`config.mk`:
```
export PLATFORM = sky130hd
export DESIGN_NAME = load_store_unit_flat
export DESIGN_NICKNAME = d
export VERILOG_FILES = /design/src/rtl/load_store_unit_if.sv /design/src/rtl/load_store_unit.sv /design/src/flat_wrapper.sv
export SDC_FILE = /design/constraint.sdc
export NUM_CORES = 1
export LEC_CHECK = 0
export CAP_MARGIN = 20
export CORE_MARGIN = 2
export CORE_UTILIZATION = 40
export DETAILED_ROUTE_END_ITERATION = 8
export GPL_TIMING_DRIVEN = 0
export HOLD_SLACK_MARGIN = 0.08
export PLACE_DENSITY = 0.81
export SETUP_SLACK_MARGIN = 0.2
export SKIP_LAST_GASP = 1
export SYNTH_ARGS = -nofsm -noshare
export SYNTH_HDL_FRONTEND = slang
export SYNTH_SLANG_ARGS = --single-unit
```
`constraint.sdc`:
```
create_clock -name clk -period 3.55 [get_ports clk]
set_clock_uncertainty 0.1 [all_clocks]
set_input_delay 1.065 -clock clk [delete_from_list [all_inputs] [get_ports clk]]
set_output_delay 1.065 -clock clk [all_outputs]
set_load 0.02 [all_outputs]
```
`src/rtl/load_store_unit_if.sv`:
```
// Request, data-memory and response signals of the load/store unit.
// The unit connects through the slave modport; the EX stage / memory model uses master.
interface load_store_unit_if #(
    parameter int unsigned DATA_WIDTH = 32
);
    logic                  req_valid;
    logic                  req_write;
    logic [2:0]            req_funct3;
    logic [DATA_WIDTH-1:0] req_addr;
    logic [DATA_WIDTH-1:0] req_wdata;
    logic                  req_ready;
    logic                  stall;

    logic                  mem_req;
    logic                  mem_we;
    logic [DATA_WIDTH-1:0] mem_addr;
    logic [DATA_WIDTH-1:0] mem_wdata;
    logic [3:0]            mem_be;
    logic                  mem_ack;
    logic [DATA_WIDTH-1:0] mem_rdata;

    logic                  rsp_valid;
    logic [DATA_WIDTH-1:0] rsp_rdata;
    logic                  rsp_misaligned;
    logic                  rsp_buserr;

    modport slave (
        input  req_valid, req_write, req_funct3, req_addr, req_wdata,
        output req_ready, stall,
        output mem_req, mem_we, mem_addr, mem_wdata, mem_be,
        input  mem_ack, mem_rdata,
        output rsp_valid, rsp_rdata, rsp_misaligned, rsp_buserr
    );

    modport master (
        output req_valid, req_write, req_funct3, req_addr, req_wdata,
        input  req_ready, stall,
        input  mem_req, mem_we, mem_addr, mem_wdata, mem_be,
        output mem_ack, mem_rdata,
        input  rsp_valid, rsp_rdata, rsp_misaligned, rsp_buserr
    );
endinterface

```
`src/rtl/load_store_unit.sv`:
```
// RV32I load/store unit: IDLE/BUSY/DONE FSM issuing one data-memory access per request,
// with alignment checking, byte-lane steering, load extension and a BUSY-cycle timeout.
module load_store_unit #(
    parameter int unsigned DATA_WIDTH     = 32,
    parameter int unsigned TIMEOUT_CYCLES = 255
) (
    input  logic             clk,
    input  logic             rst_n,
    load_store_unit_if.slave bus
);

    typedef enum logic [1:0] {
        S_IDLE,
        S_BUSY,
        S_DONE
    } state_t;

    // Counter value of the last BUSY cycle allowed before declaring a bus error.
    localparam logic [7:0] TIMEOUT_LAST = 8'(TIMEOUT_CYCLES - 1);

    state_t                r_state;
    logic [7:0]            r_cnt;
    logic [1:0]            r_lane;
    logic [2:0]            r_funct3;
    logic                  r_write;

    logic                  r_mem_req;
    logic                  r_mem_we;
    logic [DATA_WIDTH-1:0] r_mem_addr;
    logic [DATA_WIDTH-1:0] r_mem_wdata;
    logic [3:0]            r_mem_be;

    logic                  r_rsp_valid;
    logic [DATA_WIDTH-1:0] r_rsp_rdata;
    logic                  r_rsp_misaligned;
    logic                  r_rsp_buserr;

    logic                  w_illegal;
    logic [3:0]            w_be;
    logic [DATA_WIDTH-1:0] w_wdata;
    logic [7:0]            w_byte;
    logic [15:0]           w_half;
    logic [DATA_WIDTH-1:0] w_load;

    // Request decode, evaluated on the live request inputs at the accept edge.
    always_comb begin
        w_illegal = 1'b0;
        w_be      = 4'b0000;
        w_wdata   = bus.req_wdata;
        case (bus.req_funct3)
            3'b000, 3'b100: begin
                w_illegal = bus.req_write & bus.req_funct3[2];
                w_be      = 4'b0001 << bus.req_addr[1:0];
                w_wdata   = {(DATA_WIDTH/8){bus.req_wdata[7:0]}};
            end
            3'b001, 3'b101: begin
                w_illegal = bus.req_addr[0] | (bus.req_write & bus.req_funct3[2]);
                w_be      = 4'b0011 << bus.req_addr[1:0];
                w_wdata   = {(DATA_WIDTH/16){bus.req_wdata[15:0]}};
            end
            3'b010: begin
                w_illegal = (bus.req_addr[1:0] != 2'b00);
                w_be      = 4'b1111;
            end
            default: w_illegal = 1'b1;
        endcase
    end

    // Load result extraction from the latched lane and width code.
    always_comb begin
        w_byte = 8'h00;
        case (r_lane)
            2'd0: w_byte = bus.mem_rdata[7:0];
            2'd1: w_byte = bus.mem_rdata[15:8];
            2'd2: w_byte = bus.mem_rdata[23:16];
            2'd3: w_byte = bus.mem_rdata[31:24];
            default: w_byte = 8'h00;
        endcase
        w_half = r_lane[1] ? bus.mem_rdata[31:16] : bus.mem_rdata[15:0];
        case (r_funct3)
            3'b000:  w_load = {{(DATA_WIDTH-8){w_byte[7]}}, w_byte};
            3'b100:  w_load = {{(DATA_WIDTH-8){1'b0}}, w_byte};
            3'b001:  w_load = {{(DATA_WIDTH-16){w_half[15]}}, w_half};
            3'b101:  w_load = {{(DATA_WIDTH-16){1'b0}}, w_half};
            default: w_load = bus.mem_rdata;
        endcase
    end

    always_ff @(posedge clk or negedge rst_n) begin
        if (!rst_n) begin
            r_state          <= S_IDLE;
            r_cnt            <= '0;
            r_lane           <= '0;
            r_funct3         <= '0;
            r_write          <= 1'b0;
            r_mem_req        <= 1'b0;
            r_mem_we         <= 1'b0;
            r_mem_addr       <= '0;
            r_mem_wdata      <= '0;
            r_mem_be         <= '0;
            r_rsp_valid      <= 1'b0;
            r_rsp_rdata      <= '0;
            r_rsp_misaligned <= 1'b0;
            r_rsp_buserr     <= 1'b0;
        end else begin
            case (r_state)
                S_IDLE: begin
                    if (bus.req_valid) begin
                        r_lane      <= bus.req_addr[1:0];
                        r_funct3    <= bus.req_funct3;
                        r_write     <= bus.req_write;
                        r_mem_addr  <= {bus.req_addr[DATA_WIDTH-1:2], 2'b00};
                        r_mem_wdata <= w_wdata;
                        r_mem_be    <= w_be;
                        r_cnt       <= '0;
                        if (w_illegal) begin
                            r_state          <= S_DONE;
                            r_rsp_valid      <= 1'b1;
                            r_rsp_rdata      <= '0;
                            r_rsp_misaligned <= 1'b1;
                        end else begin
                            r_state   <= S_BUSY;
                            r_mem_req <= 1'b1;
                            r_mem_we  <= bus.req_write;
                        end
                    end
                end
                S_BUSY: begin
                    // Ack is tested first so an ack on the final allowed cycle wins.
                    if (bus.mem_ack) begin
                        r_state     <= S_DONE;
                        r_mem_req   <= 1'b0;
                        r_mem_we    <= 1'b0;
                        r_rsp_valid <= 1'b1;
                        r_rsp_rdata <= r_write ? '0 : w_load;
                    end else if (r_cnt == TIMEOUT_LAST) begin
                        r_state      <= S_DONE;
                        r_mem_req    <= 1'b0;
                        r_mem_we     <= 1'b0;
                        r_rsp_valid  <= 1'b1;
                        r_rsp_rdata  <= '0;
                        r_rsp_buserr <= 1'b1;
                    end else begin
                        r_cnt <= r_cnt + 8'd1;
                    end
                end
                S_DONE: begin
                    r_state          <= S_IDLE;
                    r_rsp_valid      <= 1'b0;
                    r_rsp_rdata      <= '0;
                    r_rsp_misaligned <= 1'b0;
                    r_rsp_buserr     <= 1'b0;
                end
                default: r_state <= S_IDLE;
            endcase
        end
    end

    assign bus.req_ready      = (r_state == S_IDLE);
    assign bus.stall          = ((r_state == S_IDLE) && bus.req_valid) || (r_state == S_BUSY);
    assign bus.mem_req        = r_mem_req;
    assign bus.mem_we         = r_mem_we;
    assign bus.mem_addr       = r_mem_addr;
    assign bus.mem_wdata      = r_mem_wdata;
    assign bus.mem_be         = r_mem_be;
    assign bus.rsp_valid      = r_rsp_valid;
    assign bus.rsp_rdata      = r_rsp_rdata;
    assign bus.rsp_misaligned = r_rsp_misaligned;
    assign bus.rsp_buserr     = r_rsp_buserr;

endmodule

```
`src/flat_wrapper.sv`:
```
// flat-port wrapper written by rule: the top's interface ports become plain ports
module load_store_unit_flat 
#(
    parameter int unsigned DATA_WIDTH     = 32,
    parameter int unsigned TIMEOUT_CYCLES = 255
)
  (clk, rst_n, bus_req_valid, bus_req_write, bus_req_funct3, bus_req_addr, bus_req_wdata, bus_req_ready, bus_stall, bus_mem_req, bus_mem_we, bus_mem_addr, bus_mem_wdata, bus_mem_be, bus_mem_ack, bus_mem_rdata, bus_rsp_valid, bus_rsp_rdata, bus_rsp_misaligned, bus_rsp_buserr);
  load_store_unit_if #(.DATA_WIDTH(DATA_WIDTH)) bus_i ();
  input  logic clk;
  input  logic rst_n;
  input wire logic [$bits(bus_i.req_valid)-1:0] bus_req_valid;
  input wire logic [$bits(bus_i.req_write)-1:0] bus_req_write;
  input wire logic [$bits(bus_i.req_funct3)-1:0] bus_req_funct3;
  input wire logic [$bits(bus_i.req_addr)-1:0] bus_req_addr;
  input wire logic [$bits(bus_i.req_wdata)-1:0] bus_req_wdata;
  output wire logic [$bits(bus_i.req_ready)-1:0] bus_req_ready;
  output wire logic [$bits(bus_i.stall)-1:0] bus_stall;
  output wire logic [$bits(bus_i.mem_req)-1:0] bus_mem_req;
  output wire logic [$bits(bus_i.mem_we)-1:0] bus_mem_we;
  output wire logic [$bits(bus_i.mem_addr)-1:0] bus_mem_addr;
  output wire logic [$bits(bus_i.mem_wdata)-1:0] bus_mem_wdata;
  output wire logic [$bits(bus_i.mem_be)-1:0] bus_mem_be;
  input wire logic [$bits(bus_i.mem_ack)-1:0] bus_mem_ack;
  input wire logic [$bits(bus_i.mem_rdata)-1:0] bus_mem_rdata;
  output wire logic [$bits(bus_i.rsp_valid)-1:0] bus_rsp_valid;
  output wire logic [$bits(bus_i.rsp_rdata)-1:0] bus_rsp_rdata;
  output wire logic [$bits(bus_i.rsp_misaligned)-1:0] bus_rsp_misaligned;
  output wire logic [$bits(bus_i.rsp_buserr)-1:0] bus_rsp_buserr;
  assign bus_i.req_valid = bus_req_valid;
  assign bus_i.req_write = bus_req_write;
  assign bus_i.req_funct3 = bus_req_funct3;
  assign bus_i.req_addr = bus_req_addr;
  assign bus_i.req_wdata = bus_req_wdata;
  assign bus_req_ready = bus_i.req_ready;
  assign bus_stall = bus_i.stall;
  assign bus_mem_req = bus_i.mem_req;
  assign bus_mem_we = bus_i.mem_we;
  assign bus_mem_addr = bus_i.mem_addr;
  assign bus_mem_wdata = bus_i.mem_wdata;
  assign bus_mem_be = bus_i.mem_be;
  assign bus_i.mem_ack = bus_mem_ack;
  assign bus_i.mem_rdata = bus_mem_rdata;
  assign bus_rsp_valid = bus_i.rsp_valid;
  assign bus_rsp_rdata = bus_i.rsp_rdata;
  assign bus_rsp_misaligned = bus_i.rsp_misaligned;
  assign bus_rsp_buserr = bus_i.rsp_buserr;
  load_store_unit #(.DATA_WIDTH(DATA_WIDTH), .TIMEOUT_CYCLES(TIMEOUT_CYCLES)) u_core (.clk(clk), .rst_n(rst_n), .bus(bus_i));
endmodule
```
# Word-level counts from Yosys, hierarchy flattened
# Cells that the tools add are included.
dict set report op_classes {
  reduce_logical 20
  shift 2
  n_eq_ne 20
  order_cmp 0
  addsub 1
  mul 0
  n_mux 37
  bitwise 2
  div 0
}
# operator n
set op_table {}
lappend op_table {{2-to-1 mux 32 bit} 5}
lappend op_table {{one-hot mux 32 bit (4 select lines)} 1}
lappend op_table {{one-hot mux 32 bit (3 select lines)} 1}
lappend op_table {{one-hot mux 32 bit (2 select lines)} 1}
lappend op_table {{one-hot mux 8 bit (4 select lines)} 1}
lappend op_table {{2-to-1 mux 8 bit} 3}
lappend op_table {{2-to-1 mux 16 bit} 1}
lappend op_table {{one-hot mux 8 bit (2 select lines)} 1}
lappend op_table {{equality test 3 bit, second input constant} 4}
lappend op_table {{one-hot mux 4 bit (3 select lines)} 1}
lappend op_table {{AND reduction 4 bit} 3}
lappend op_table {{2-to-1 mux 1 bit} 11}
lappend op_table {{adder 8 x 1 -> 8 bit, second input constant} 1}
lappend op_table {{equality test 8 bit, second input constant} 1}
lappend op_table {{2-to-1 mux 2 bit} 4}
lappend op_table {{!= test 2 bit, second input constant} 4}
lappend op_table {{one-hot mux 1 bit (2 select lines)} 4}
lappend op_table {{nonzero test 2 bit} 4}
lappend op_table {{equality test 2 bit, second input constant} 3}
lappend op_table {{equality test 3 x 1 -> 1 bit, second input constant} 2}
lappend op_table {{logical NOT 3 bit} 2}
lappend op_table {{one-hot mux 1 bit (3 select lines)} 2}
lappend op_table {{AND reduction 3 bit} 2}
lappend op_table {{equality test 2 x 1 -> 1 bit, second input constant} 2}
lappend op_table {{14 further kinds} 18}
dict set report totals {
  mem_bits_ro 0
  in_bits 104
  latchBits 0
  register_bits 119
  n_memories 0
  ramBits 0
}

# Depth between registers and ports, before layout
dict set report depth {
  ltp_word 6
  mapped_depth 10
}

# Worst setup path before layout
# No wires, ideal clock.
dict set report synth_path {
  path_type {input to output}
  start {input bus_req_valid}
  end {output bus_stall}
  cell_stages 4
  arrival_time_ns 1.921
  t_required_ns 2.385
  n_path_buf 2
  slack_ns 0.464
  cell_sequence {nand2_1 -> clkbuf_1 -> clkbuf_1 -> nand2_1}
}
dict set report synth_between {
  elab_chain_len 2
}
# item line_no
set synth_lines {}
lappend synth_lines {{from (decl)} flat_wrapper.sv:11} ;# input wire logic [$bits(bus_i.req_valid)-1:0] bus_req_valid;
lappend synth_lines {{logical AND 1 bit} load_store_unit.sv:160} ;# assign bus.stall = ((r_state == S_IDLE) && bus.req_valid) || (r_state == S_BUSY);
lappend synth_lines {{logical OR 1 bit} load_store_unit.sv:160}
lappend synth_lines {{to (decl)} flat_wrapper.sv:17} ;# output wire logic [$bits(bus_i.stall)-1:0] bus_stall;
# Every way passes these cells.

# Final worst setup path
dict set report layout_path {
  start {register u_core.r_state[0]}
  end {output bus_stall}
}
dict set report layout_between {
  elab_chain_len 3
  elab_cells_between_ends 4
  classes_between {eq/ne (1); reduce/logical (3)}
}
# item line_no
set layout_lines {}
lappend layout_lines {{from (decl)} load_store_unit.sv:21} ;# state_t r_state;
lappend layout_lines {{from (signal assigned)} load_store_unit.sv:91} ;# r_state <= S_IDLE;
lappend layout_lines {{from (signal assigned)} load_store_unit.sv:117} ;# r_state <= S_DONE;
lappend layout_lines {{from (signal assigned)} load_store_unit.sv:122} ;# r_state <= S_BUSY;
lappend layout_lines {{logical NOT 2 bit} load_store_unit.sv:160}
lappend layout_lines {{logical AND 1 bit} load_store_unit.sv:160}
lappend layout_lines {{logical OR 1 bit *} load_store_unit.sv:160}
# Mark *: on every way between the ends. The rest lies on a longest branch, timed or not.

==> results.sh <==
export IMPL_reg2reg_from="u_core.r_state[0]"
export IMPL_sequentialPowerShare_pct=29.2
export IMPL_drc=0
export IMPL_synth_async_reset_ratio_pct=100
export IMPL_grt_ovfl_total=0
export IMPL_synth_compound_area_share_pct=17.3
export IMPL_htreeDepth=4
export IMPL_top_level_ports=211
export IMPL_vias=5754
export IMPL_drt_initial_drc_count=508
export IMPL_drv_cap=0
export IMPL_synthAdderAreaFrac_pct=1.05
export IMPL_antenna_found_initial=0
export IMPL_crit_chain="inv_1 -> ha_1 -> clkbuf_4 -> nand2_4 -> clkbuf_8 -> clkbuf_8 -> nand2_1 -> clkdlybuf4s15_2"
export IMPL_dieArea_um2=15900
export IMPL_grt_pass1_wl_mm=29.6
export IMPL_synth_seq_cells=119
export IMPL_synth_top_cells_by_area="dfrtp_1 50%, nand2_1 11%, mux2i_1 7.6%"
export IMPL_final_nets=983
export IMPL_grt_pass1_vias=5747
export IMPL_fin_hold_ws_ns=0.369
export IMPL_synth_mux_area_share_pct=9.53
export IMPL_critPathMostFrequentCell="clkbuf_8"
export IMPL_grt_setup_unrepaired="no"
export IMPL_crit_start="u_core.r_state[0]"
export IMPL_worst_slack_ns=0.287
export IMPL_cts_root_buffer="clkbuf_16"
export IMPL_synth_edf_count=0
export IMPL_p_comb_share_pct=46.5
export IMPL_crit_path_max_fanout=10
export IMPL_clockPowerShare_pct=24.2
export IMPL_avgViaCountPerCell=5.37
export IMPL_synthDominantCellAreaShare_pct=50.1
export IMPL_io_buffers=207
export IMPL_crit_path_start_kind="flop"
export IMPL_critPathArrivalTime_ns=2.10
export IMPL_ys_types=48
export IMPL_regArea_um2=2980
export IMPL_crit_type="reg2out"
export IMPL_place_congestion=0.857
export IMPL_start_util_pct=40.9
export IMPL_drive_gt1_share_pct=6.88
export IMPL_synth_xor_area_share_pct=0
export IMPL_ir_drop_v=0.000478
export IMPL_layout_commonest_cell="clkdlybuf4s50_1"
export IMPL_slew_headroom_pct=34.7
export IMPL_setup_tns_ns=0
export IMPL_num_antenna_cells=0
export IMPL_dpl_hpwl_mm=13.6
export IMPL_power_uw=7270
export IMPL_tightest_slew_ns=0.976
export IMPL_multi_input_area_um2=2690
export IMPL_slew_viol_final=0
export IMPL_place_inst=1038
export IMPL_synth_simple_area_share_pct=17.1
export IMPL_fp_dieW_um=126
export IMPL_drtAntennaViolNets=0
export IMPL_synth_top_family_by_area="compound AO/OA/AOI/OAI gates"
export IMPL_yosysSeqAreaShare_pct=50.1
export IMPL_die_h_um=126
export IMPL_status="finished clean"
export IMPL_synthesis_area_um2=5950
export IMPL_worstHoldStart="u_core.bus.mem_be[1]"
export IMPL_cts_tree="yes"
export IMPL_fmaxAchievable_mhz=306
export IMPL_coreArea_um2=14500
export IMPL_final_cell_mix="204 x clkdlybuf4s50_1, 174 x nand2_1, 119 x dfrtp_1, 61 x o21ai_0, 45 x mux2i_1"
export IMPL_instances_no_fill=1071
export IMPL_routed_wirelength_mm=18.5
export IMPL_rows=44
export IMPL_p_int_uw=4390
export IMPL_synthCells=645
export IMPL_period_minus_slack_ns=3.26
export IMPL_switching_share_pct=39.7
export IMPL_clk_pin_slew_ns=0.06
export IMPL_post_route_period_util_pct=91.9
export IMPL_cts_sinks=119
export IMPL_grt_max_degree=97
export IMPL_cts_buffers=17
export IMPL_p_leak_uw=0.00397
export IMPL_syn_to_final_growth_pct=50.0
export IMPL_clkLatencyLatePin_ns=0.42
export IMPL_cpPeakStageDelay_ns=0.39
export IMPL_grt_use_total_pct=23.6
export IMPL_hold_viol=0
export IMPL_slowest_stage="dfrtp_1"
export IMPL_path_buf_inv=5
export IMPL_yosys_area_top_type="dfrtp_1"
export IMPL_hp_class="reg2reg"
export IMPL_synth_area_per_cell_um2=9.22
export IMPL_post_drt_wl_per_cell_um=17.3
export IMPL_first_pass_iters=6
export IMPL_switching_power_uw=2880
export IMPL_fill_cells=1262
export IMPL_required_ns=2.38
export IMPL_power_density_nw_per_um2=815
export IMPL_setup_viol=0
export IMPL_ys_warn_count=0
export IMPL_path_delay_family="buffers and inverters"
export IMPL_pre_cts_ws_ns=-1.15
export IMPL_end_kind="primary output"
export IMPL_cts_buffer_depth=2
export IMPL_synthFlopType="dfrtp_1"
==> per-layer routing <==
layer	vias to the layer above	wire (um)	global-route usage, %
met5	-	0	0
met4	0	443	8.66
met3	31	1940	9.26
met2	285	8550	37.1
met1	2745	7600	29.6
li1	2693	-	-
==> through the flow <==
| stage | util, % | instance area [um^2] |
|---|---|---|
| 2_1_floorplan | - | 5950 |
| 3_3_place_gp | 56.8 | 8250 |
| 3_5_place_dp | 57.0 | 8280 |
| 4_1_cts | 61.4 | 8920 |
| 5_1_grt | 61.4 | 8920 |
| 6_report | 61.4 | 8920 |
==> worst register-to-register path, stage by stage, from the launching register on <==
cell,delay [ns]
dfrtp_1,0.37
inv_1,0.08
ha_1,0.24
clkbuf_4,0.20
and2_1,0.14
buf_2,0.17
a32oi_2,0.41
or2_1,0.18
buf_6,0.14
buf_12,0.13
mux2_4,0.30
==> registers in the layout, indices dropped and copies added (netlist names) <==
signal                     count
u_core.bus.mem_wdata          32
u_core.bus.rsp_rdata          32
u_core.bus.mem_addr           30
u_core.r_cnt                   8
u_core.bus.mem_be              4
u_core.r_funct3                3
u_core.r_lane                  2
u_core.r_state                 2
u_core.bus.mem_req             1
u_core.bus.mem_we              1
u_core.bus.rsp_buserr          1
u_core.bus.rsp_misaligned      1
u_core.bus.rsp_valid           1
u_core.r_write                 1
==> synthesized netlist by cell type, types with 2 or more instances <==
| library cell | count |
|---|---|
| nand2_1 | 175 |
| dfrtp_1 | 119 |
| o21ai_0 | 61 |
| mux2i_1 | 45 |
| a21oi_1 | 42 |
| clkbuf_1 | 31 |
| o31ai_1 | 20 |
| inv_1 | 16 |
| nor2_1 | 15 |
| nor2b_1 | 10 |
| nand2b_1 | 9 |
| and2_1 | 8 |
| a222oi_1 | 6 |
| o22ai_1 | 6 |
| a22oi_1 | 5 |
| buf_2 | 5 |
| ha_1 | 5 |
| nand4_1 | 5 |
| nor3_1 | 5 |
| o2bb2ai_1 | 5 |
| a211o_1 | 4 |
| mux2_4 | 4 |
| nand3_1 | 4 |
| a211oi_1 | 3 |
| buf_1 | 3 |
| buf_4 | 3 |
| buf_6 | 3 |
| mux2_2 | 3 |
| nor3b_1 | 3 |
| a21o_1 | 2 |
| a32oi_1 | 2 |
| o221ai_1 | 2 |
==> worst paths after layout <==
path	end	slack (ns)	cells past startpoint
max	bus_stall	0.29	8
min	u_core.bus.mem_be[1]	0.37	2
max reg2reg	u_core.bus.rsp_rdata[10]	0.98	10
min reg2reg	u_core.bus.mem_be[1]	0.37	2
max in group asynchronous	u_core.bus.mem_wdata[8]	2.17	2
min in group asynchronous	u_core.bus.rsp_rdata[25]	0.40	1
==> final cells by class <==
cell class                      instances  share of cell area [%]
Clock buffer                           18                    4.81
Timing Repair Buffer                  209                    23.6
Buffer                                 46                    2.82
Tap cell                              184                    2.58
Multi-Input combinational cell        465                    30.2
Sequential cell                       119                    33.4
Clock inverter                         14                    1.99
Inverter                               16                   0.673
==> kinds of logic after synthesis <==
family	count (synthesis)
multiplexers	53
AO/OA/AOI/OAI	167
other	1
flip-flops	119
AND/OR/NAND/NOR	238
buffers and inverters	62
adder cells (fa/ha/maj)	5
==> timing repair <==
item / 4_1_cts / 5_1_grt
endpoints found under the setup margin: 1 / 1
gates resized for setup: 13 / 2
hold buffers: 0 / 0
pin swaps: 1 / 0
buffers inserted: 1 / 0
==> power by group through the flow <==
stage	combinational [uW]	clock (uW)	sequential (uW)
after floorplan	1400	0	2600
after global placement	3290	0	2130
after detailed placement	3340	0	2130
after CTS	3390	1780	2130
after global routing	3660	1850	2190
final	3380	1760	2130
Note: power is estimated with default switching activity, not from simulation.
